$ cat config.mk
export PLATFORM = sky130hd
export DESIGN_NAME = step_clock_gen
export DESIGN_NICKNAME = d
export VERILOG_FILES = /design/src/rtl/step_clock_gen.sv
export SDC_FILE = /design/constraint.sdc
export NUM_CORES = 1
export LEC_CHECK = 0
export BUFFER_PORTS_ARGS = -buffer_cell sky130_fd_sc_hd__buf_4
export CAP_MARGIN = 20
export CORE_MARGIN = 1
export CORE_UTILIZATION = 45
export DETAILED_ROUTE_END_ITERATION = 10
export SLEW_MARGIN = 15
export SYNTH_ARGS = -nofsm -noshare
export SYNTH_HDL_FRONTEND = slang
export SYNTH_SLANG_ARGS = --single-unit
$ cat constraint.sdc
create_clock -name dclk -period 2.3 [get_ports dclk]
set_input_delay 0.345 -clock dclk [delete_from_list [all_inputs] [get_ports dclk]]
set_output_delay 0.345 -clock dclk [all_outputs]
set_load 0.05 [all_outputs]
$ cat src/rtl/step_clock_gen.sv
// ---------------------------------------------------------------------------
// step_clock_gen
//   Timing generator that sits in front of the control unit. From the system
//   clock it produces one sequencer-advance tick per instruction step and the
//   Oclk (bus-enable) / Iclk (register-set) phase levels that gate every
//   enable and set strobe. It supports free-run and debounced single-step
//   modes, and it stops cleanly at a step boundary when halt is requested.
//
//   Step shape: TICK (1 cycle), then PH_A, PH_B and PH_C (PHASE_LEN cycles
//   each). Oclk is high for PH_A..PH_C. Iclk is high for PH_B only, so bus
//   data is stable around both Iclk edges.
//
// Parameters
//   PHASE_LEN : cycles per phase, 1..255
//   DEB_LEN   : consecutive stable synchronized samples needed to accept a
//               new step_btn level, >= 1
//
// Ports
//   dclk     in   system clock, rising edge
//   reset    in   asynchronous reset, active low
//   run_mode in   1 = free-run, 0 = single-step (used at step boundaries)
//   step_btn in   raw, bouncy push-button
//   halt     in   halt request, sticky once captured
//   seq_tick out  one-cycle sequencer-advance pulse
//   Oclk     out  enable phase level
//   Iclk     out  set phase level
//   busy     out  high while a step is in progress
//   halted   out  high once halted, until reset
//   step_cnt out  completed-step counter, wraps 255 -> 0
// ---------------------------------------------------------------------------
module step_clock_gen #(
  parameter int PHASE_LEN = 4,
  parameter int DEB_LEN   = 16
) (
  input  logic       dclk,
  input  logic       reset,
  input  logic       run_mode,
  input  logic       step_btn,
  input  logic       halt,
  output logic       seq_tick,
  output logic       Oclk,
  output logic       Iclk,
  output logic       busy,
  output logic       halted,
  output logic [7:0] step_cnt
);

  typedef enum logic [2:0] {
    IDLE   = 3'd0,
    TICK   = 3'd1,
    PH_A   = 3'd2,
    PH_B   = 3'd3,
    PH_C   = 3'd4,
    HALTED = 3'd5
  } state_t;

  localparam logic [7:0] PHASE_LOAD = 8'(PHASE_LEN - 1);
  localparam int         DW         = (DEB_LEN > 1) ? $clog2(DEB_LEN) : 1;
  localparam logic [DW-1:0] DEB_LAST = DW'(DEB_LEN - 1);

  state_t        state;
  state_t        next_state;
  logic [7:0]    phase_cnt;
  logic [7:0]    phase_cnt_nxt;
  logic          phase_last;
  logic          step_done;
  logic          consume;

  logic          sync1;
  logic          sync2;
  logic          deb_level;
  logic [DW-1:0] deb_cnt;
  logic          deb_accept;
  logic          deb_rise;

  logic          pending;
  logic          halt_l;

  assign phase_last = (phase_cnt == 8'd0);

  // The debounced level flips on the cycle that sees the DEB_LEN-th
  // consecutive differing sample. A rising flip is used in that same cycle
  // to set pending, which keeps button-to-pending latency at 2 + DEB_LEN.
  assign deb_accept = (sync2 != deb_level) && (deb_cnt == DEB_LAST);
  assign deb_rise   = deb_accept && sync2;

  // Button synchronizer and debounce counter. The counter only runs while
  // the synchronized input disagrees with the accepted level, so any bounce
  // back to the old level restarts the count.
  always_ff @(posedge dclk or negedge reset) begin
    if (!reset) begin
      sync1     <= 1'b0;
      sync2     <= 1'b0;
      deb_level <= 1'b0;
      deb_cnt   <= '0;
    end else begin
      sync1 <= step_btn;
      sync2 <= sync1;
      if (sync2 == deb_level) begin
        deb_cnt <= '0;
      end else if (deb_accept) begin
        deb_level <= sync2;
        deb_cnt   <= '0;
      end else begin
        deb_cnt <= deb_cnt + DW'(1);
      end
    end
  end

  // Next-state logic. The phase counter reloads on every phase entry and a
  // phase ends when it reaches zero. run_mode and halt_l are only consulted
  // in IDLE and at the end of PH_C, so a step is never cut short.
  always_comb begin
    next_state    = state;
    phase_cnt_nxt = phase_cnt;
    step_done     = 1'b0;
    consume       = 1'b0;
    case (state)
      IDLE: begin
        if (halt_l) begin
          next_state = HALTED;
        end else if (run_mode || pending) begin
          next_state = TICK;
          consume    = 1'b1;
        end
      end
      TICK: begin
        next_state    = PH_A;
        phase_cnt_nxt = PHASE_LOAD;
      end
      PH_A: begin
        if (phase_last) begin
          next_state    = PH_B;
          phase_cnt_nxt = PHASE_LOAD;
        end else begin
          phase_cnt_nxt = phase_cnt - 8'd1;
        end
      end
      PH_B: begin
        if (phase_last) begin
          next_state    = PH_C;
          phase_cnt_nxt = PHASE_LOAD;
        end else begin
          phase_cnt_nxt = phase_cnt - 8'd1;
        end
      end
      PH_C: begin
        if (phase_last) begin
          step_done = 1'b1;
          if (halt_l) begin
            next_state = HALTED;
          end else if (run_mode) begin
            next_state = TICK;
          end else begin
            next_state = IDLE;
          end
        end else begin
          phase_cnt_nxt = phase_cnt - 8'd1;
        end
      end
      HALTED: begin
        next_state = HALTED;
      end
      default: begin
        next_state = IDLE;
      end
    endcase
  end

  // State, counters and request latches. Outputs are registered from
  // next_state so they line up with the state register and cannot glitch.
  // A new debounced press wins over the IDLE consume of pending, queueing
  // exactly one further step.
  always_ff @(posedge dclk or negedge reset) begin
    if (!reset) begin
      state     <= IDLE;
      phase_cnt <= 8'd0;
      step_cnt  <= 8'd0;
      halt_l    <= 1'b0;
      pending   <= 1'b0;
      seq_tick  <= 1'b0;
      Oclk      <= 1'b0;
      Iclk      <= 1'b0;
      busy      <= 1'b0;
      halted    <= 1'b0;
    end else begin
      state     <= next_state;
      phase_cnt <= phase_cnt_nxt;
      if (step_done) begin
        step_cnt <= step_cnt + 8'd1;
      end
      if (halt) begin
        halt_l <= 1'b1;
      end
      if (run_mode) begin
        pending <= 1'b0;
      end else if (deb_rise && (state != HALTED)) begin
        pending <= 1'b1;
      end else if (consume) begin
        pending <= 1'b0;
      end
      seq_tick <= (next_state == TICK);
      Oclk     <= (next_state == PH_A) || (next_state == PH_B) || (next_state == PH_C);
      Iclk     <= (next_state == PH_B);
      busy     <= (next_state == TICK) || (next_state == PH_A) ||
                  (next_state == PH_B) || (next_state == PH_C);
      halted   <= (next_state == HALTED);
    end
  end

endmodule
=== Yosys cells after proc, flatten, opt, wreduce, memory -nomap -nowiden ===
Index checks and enable logic that the tools add are counted.

* $add $sub $neg: 3
* Multipliers: 0
* Divide/modulo/power cells: 0
* $lt $le $gt $ge: 0
* Equal/unequal tests: 15
* Shift-type cells: 0
* Multiplexer cells: 21
* Bitwise gates (word level): 1
* Reduce and logical (&&, ||, !) cells: 16

{| class="wikitable"
|+ Operator list
! kind !! count
|-
| case mux 8 bit (3 select lines) || 1
|-
| two-way mux 3 bit || 6
|-
| case mux 3 bit (6 select lines) || 1
|-
| two-way mux 8 bit || 2
|-
| equality test 3 x 2 -> 1 bit (second input constant) || 4
|-
| equality test 3 bit (second input constant) || 4
|-
| two-way mux 1 bit || 9
|-
| adder 8 x 1 -> 8 bit (second input constant) || 1
|-
| zero test 8 bit || 1
|-
| two-way mux 4 bit || 2
|-
| subtractor 8 x 1 -> 8 bit (second input constant) || 1
|-
| equality test 3 x 1 -> 1 bit (second input constant) || 2
|-
| logical OR 1 bit || 6
|-
| nonzero test 3 bit || 2
|-
| adder 4 x 1 -> 4 bit (second input constant) || 1
|-
| equality test 4 bit (second input constant) || 1
|-
| AND reduction 2 bit || 2
|-
| logical AND 1 bit || 3
|-
| zero test 3 bit || 1
|-
| inequality test 3 bit (second input constant) || 1
|-
| inequality test 2 bit (second input constant) || 1
|-
| OR reduction 2 bit || 1
|-
| equality test 1 bit || 1
|-
| inequality test 1 bit || 1
|-
| NOT 1 bit || 1
|}

* Register bits: 33
* Latch bits: 0
* RAM bits: 0
* Memory bits (read-only): 0
* Output and inout port bits: 13
* Word-level logic and storage cells: 70
* Memories: 0

=== Longest topological paths before layout ===
* Depth in word-level cells: 8
* Mapped depth: 8
* Gate-level depth less buffers: 8

=== Worst setup path before layout ===
No wires, ideal clock.

* Kind: register to register
* From: register phase_cnt[0]
* To: register step_cnt[5]
* Arrival time: 1.808 ns
* Slack: 0.410 ns
* Stages on the path, launching flop included: 9
* Path buffers: 1
* Period minus slack after synthesis: 1.890 ns
* Path through: dfrtp_1 -> inv_1 -> ha_1 -> nor4b_1 -> and4_1 -> buf_2 -> nand4_2 -> nor2_1 -> xor2_1

* Cells in the longest elaborated chain, start to end: 3

{| class="wikitable"
|+ Ends and longest elaborated chain
! what !! RTL line !! text
|-
| start, declared || 63 || <nowiki>logic [7:0] phase_cnt;</nowiki>
|-
| start signal, assigned || 188 || <nowiki>phase_cnt <= phase_cnt_nxt;</nowiki>
|-
| zero test 8 bit || 79 || <nowiki>assign phase_last = (phase_cnt == 8'd0);</nowiki>
|-
| two-way mux 1 bit || 148 || <nowiki>if (phase_last) begin</nowiki>
|-
| two-way mux 1 bit || 118 || <nowiki>case (state)</nowiki>
|-
| end signal, assigned || 190 || <nowiki>step_cnt <= step_cnt + 8'd1;</nowiki>
|-
| end, declared || 45 || <nowiki>output logic [7:0] step_cnt</nowiki>
|}

No other way between the ends.
A chain may end at the register's enable or synchronous reset.

=== Worst setup path after layout ===
* From: register phase_cnt[0]
* To: register busy

* Cells in the longest elaborated chain, start to end: 7
* Elaborated cells on any way between the ends: 12

{| class="wikitable"
|+ Ends and longest elaborated chain
! what !! RTL line !! text
|-
| zero test 8 bit (*) || 79 ||
|-
| two-way mux 3 bit (on tied branches) || 148, 132, 140 ||
|-
| case mux 3 bit (6 select lines) (*) || 118 ||
|-
| equality test 3 x 1 -> 1 bit / equality test 3 x 2 -> 1 bit (equally long branches) || 205 || <nowiki>busy <= (next_state == TICK) || (next_state == PH_A) ||</nowiki>
|-
| logical OR 1 bit (2 in a row) || 205 ||
|-
| logical OR 1 bit (*) || 206 || <nowiki>(next_state == PH_B) || (next_state == PH_C);</nowiki>
|-
| end signal, assigned || 205 ||
|-
| end, declared || 43 || <nowiki>output logic busy,</nowiki>
|}

Every way passes the cells marked *; elsewhere a longest branch is shown, timed or not.

==> results.toml <==
[clock_tree]
cts_buffer_depth = 2
cts_tree = "yes"
path_clk_slew_ns = 0.10
clk_latency_ns = 0.33
clkSinkCount = 33
numCtsBuffers = 5
h-tree-depth = 2
cts_root_buf = "clkbuf_4"

[placed_design]
detailedPlacementHpwl_um = 2200
placedCellCount = 222
gp_congestion = 0.881
port_buffers = 17
place_ws_ns = 0.176

[detailed_routing]
dr.pass1.iters = 4
viasPerCell = 5.38
vias = 1243
drtIter0Drc = 31
ant_nets = 0
wl_per_cell_um = 13.5
drc_errors = 0
wl_um = 3130

[pwr]
power.density_mw_per_mm2 = 1150
sequentialPowerShare_pct = 39.4
p_sw_share_pct = 42.6
clock_power_share_pct = 16.8
net-switching-power_mw = 0.940
vdd_ir_drop_max_mv = 0.574
total_leakage_power_nw = 0.857
p_int_mw = 1.27
comb_power_share_pct = 43.9

[sta]
rsz0062_at_grt = "false"
finalMaxSlewViolations = 0
slew-limit-headroom_pct = 72.7
setup_viol = 0
clock.fmax_mhz = 486
whs_ns = 0.109
finalSetupTns_ns = 0
tightest_slew_ns = 0.407
setup_ws_ns = 0.241
finalHoldViolCount = 0
fin_skew_ns = 0.00462
finalCriticalPeriod_ns = 2.06
final.period_utilization_pct = 89.5

[setup_path]
worstPathRequired_ns = 2.53
reg2reg_depth = 7
r2r_start = "phase_cnt[0]"
cp-start-kind = "flip-flop"
end_kind = "flip-flop"
worstPathMaxFanout = 6
r2r_setup_slack_ns = 0.24
critical_path_arrival_ns = 2.29
path_class = "flip-flop to flip-flop"
worstReg2RegEnd = "busy"

[floorplan]
die_x_um = 62.4
dieArea_mm2 = 0.00389
fp.coreArea_mm2 = 0.00342
ios = 18
start_util_pct = 48.0
die_y_um = 62.4
fp-row-count = 21

[synth]
synthesis.nets = 168
ys_types = 44
netlist_instances = 159
ys_async_sr_fraction_pct = 100
ys_seq_elements = 33
synth_edf_count = 0
syn-cell-area_mm2 = 0.00164
ys.flop_type = "dfrtp_1"
synth-seq-area-share_pct = 50.4
yosysWarnings = 0
syn_avg_cell_area_um2 = 10.3

[outcome]
status = "completed"

[global_route]
antenna_found_initial = 0
grtUsageTotal_pct = 18.4
grt_pass1_wl_um = 5510
grt_max_degree = 34
grt_pass1_vias = 1172
overflow = 0

[hold_path]
holdPathStages = 1
worst_hold_path_type = "input port to flip-flop"
worstHoldEndpoint = "sync1"
min_from = "step_btn"

[layout]
nets = 193
fin_cells = 231
num_antenna_cells = 0
drive_gt1_share_pct = 23.8
syn_to_final_growth_pct = 17.5
fin_util_pct = 56.4

[flow_run]
cap_violations = 0
[area by class of cell]
type	count	area (um2)
Fill cell	316	1490
Sequential cell	33	826
Multi-Input combinational cell	113	763
Timing Repair Buffer	24	183
Clock buffer	7	65.1
Tap cell	46	57.6
Inverter	7	26.3
Clock inverter	1	5.00
[layer usage]
layer,wire length [um],vias to the layer above,global-route usage [%]
met2,1470,20,29.4
met3,104,6,5.70
met1,1510,604,23.8
li1,-,613,-
met4,44,0,6.10
met5,0,-,0
[placed cells by master (no fill, tap or decap), types with 4 or more instances in the layout]
cell type | synthesis | routed
dfrtp_1 | 33 | 33
buf_4 | 1 | 23
nor2_1 | 18 | 18
nand2_1 | 12 | 12
inv_1 | 7 | 7
xor2_1 | 7 | 7
a21oi_1 | 7 | 7
nand3_1 | 6 | 6
o21ai_0 | 6 | 6
xnor2_1 | 6 | 6
clkbuf_4 | 0 | 5
nor2b_1 | 4 | 4
ha_1 | 4 | 4
[power groups by stage]
stage               logic [mW]  clock network, mW  registers [mW]
floorplan                0.572                  0            1.01
global placement         0.949                  0           0.874
detailed placement       0.962                  0           0.876
CTS                      0.968              0.387           0.865
global route              1.07              0.416           0.894
finish                   0.969              0.371           0.870
[logic make-up after synthesis]
| kind of cell | share of synthesized area, % |
|---|---|
| muxes | 2.60 |
| xor gates and xnor gates | 6.95 |
| adders and majority gates | 3.05 |
| buffers and inverters | 3.44 |
| DFF | 50.4 |
| AOI/OAI and AO/OA | 13.0 |
| and+or+nand+nor | 20.6 |
[timing repair]
item                                    4_1_cts  5_1_grt
endpoints found under the hold margin        33        0
gates resized for setup                       0        1
hold buffers                                  1        0
buffers inserted                              0        0
endpoints found under the setup margin        0        1
[through the flow]
stage	cell area, um2	total power, mW
3_5_place_dp	1840	1.84
3_3_place_gp	1840	1.82
2_1_floorplan	1640	1.58
4_1_cts	1920	2.22
6_report	1930	2.21
5_1_grt	1930	2.38
[synth_stat cells, types with 2 or more instances]
library cell / count / share of area (%)
dfrtp_1: 33 / 50
nor2_1: 18 / 4.1
nand2_1: 12 / 2.7
a21oi_1: 7 / 2.1
inv_1: 7 / 1.6
xor2_1: 7 / 3.7
nand3_1: 6 / 1.8
o21ai_0: 6 / 1.8
xnor2_1: 6 / 3.2
ha_1: 4 / 3.1
nor2b_1: 4 / 1.5
a211oi_1: 3 / 1.4
buf_2: 3 / 0.92
nand4_1: 3 / 1.1
o211ai_1: 3 / 1.4
a31oi_1: 2 / 0.76
and3_1: 2 / 0.76
clkbuf_1: 2 / 0.46
mux2_2: 2 / 1.4
mux2i_1: 2 / 1.2
nand3b_1: 2 / 0.92
nor3b_1: 2 / 0.92
or2_2: 2 / 0.76
[flip-flops by register name (all words and copies together) (netlist names)]
name / cells
pending: 1
step_cnt: 8
busy: 1
deb_cnt: 4
sync2: 1
Oclk: 1
sync1: 1
halted: 1
deb_level: 1
Iclk: 1
state: 3
halt_l: 1
phase_cnt: 8
seq_tick: 1
[worst max-delay path, stage by stage, from the launching register on]
cell and delay [ns]:
dfrtp_1 0.44, inv_1 0.13, ha_1 0.17, nor2b_1 0.32, and3_1 0.33, a21oi_1 0.18
mux2i_1 0.15, o221a_2 0.24
[how the worst max path moves through the flow]
stage | cells after the start | endpoint | start
2_1_floorplan | 8 | step_cnt[5] | phase_cnt[0]
3_3_place_gp | 7 | step_cnt[5] | phase_cnt[0]
3_5_place_dp | 7 | step_cnt[5] | phase_cnt[0]
4_1_cts | 7 | step_cnt[5] | phase_cnt[0]
5_1_grt | 7 | halted | phase_cnt[0]
6_report | 7 | busy | phase_cnt[0]
No activity file was read; power rests on OpenSTA's default activity.
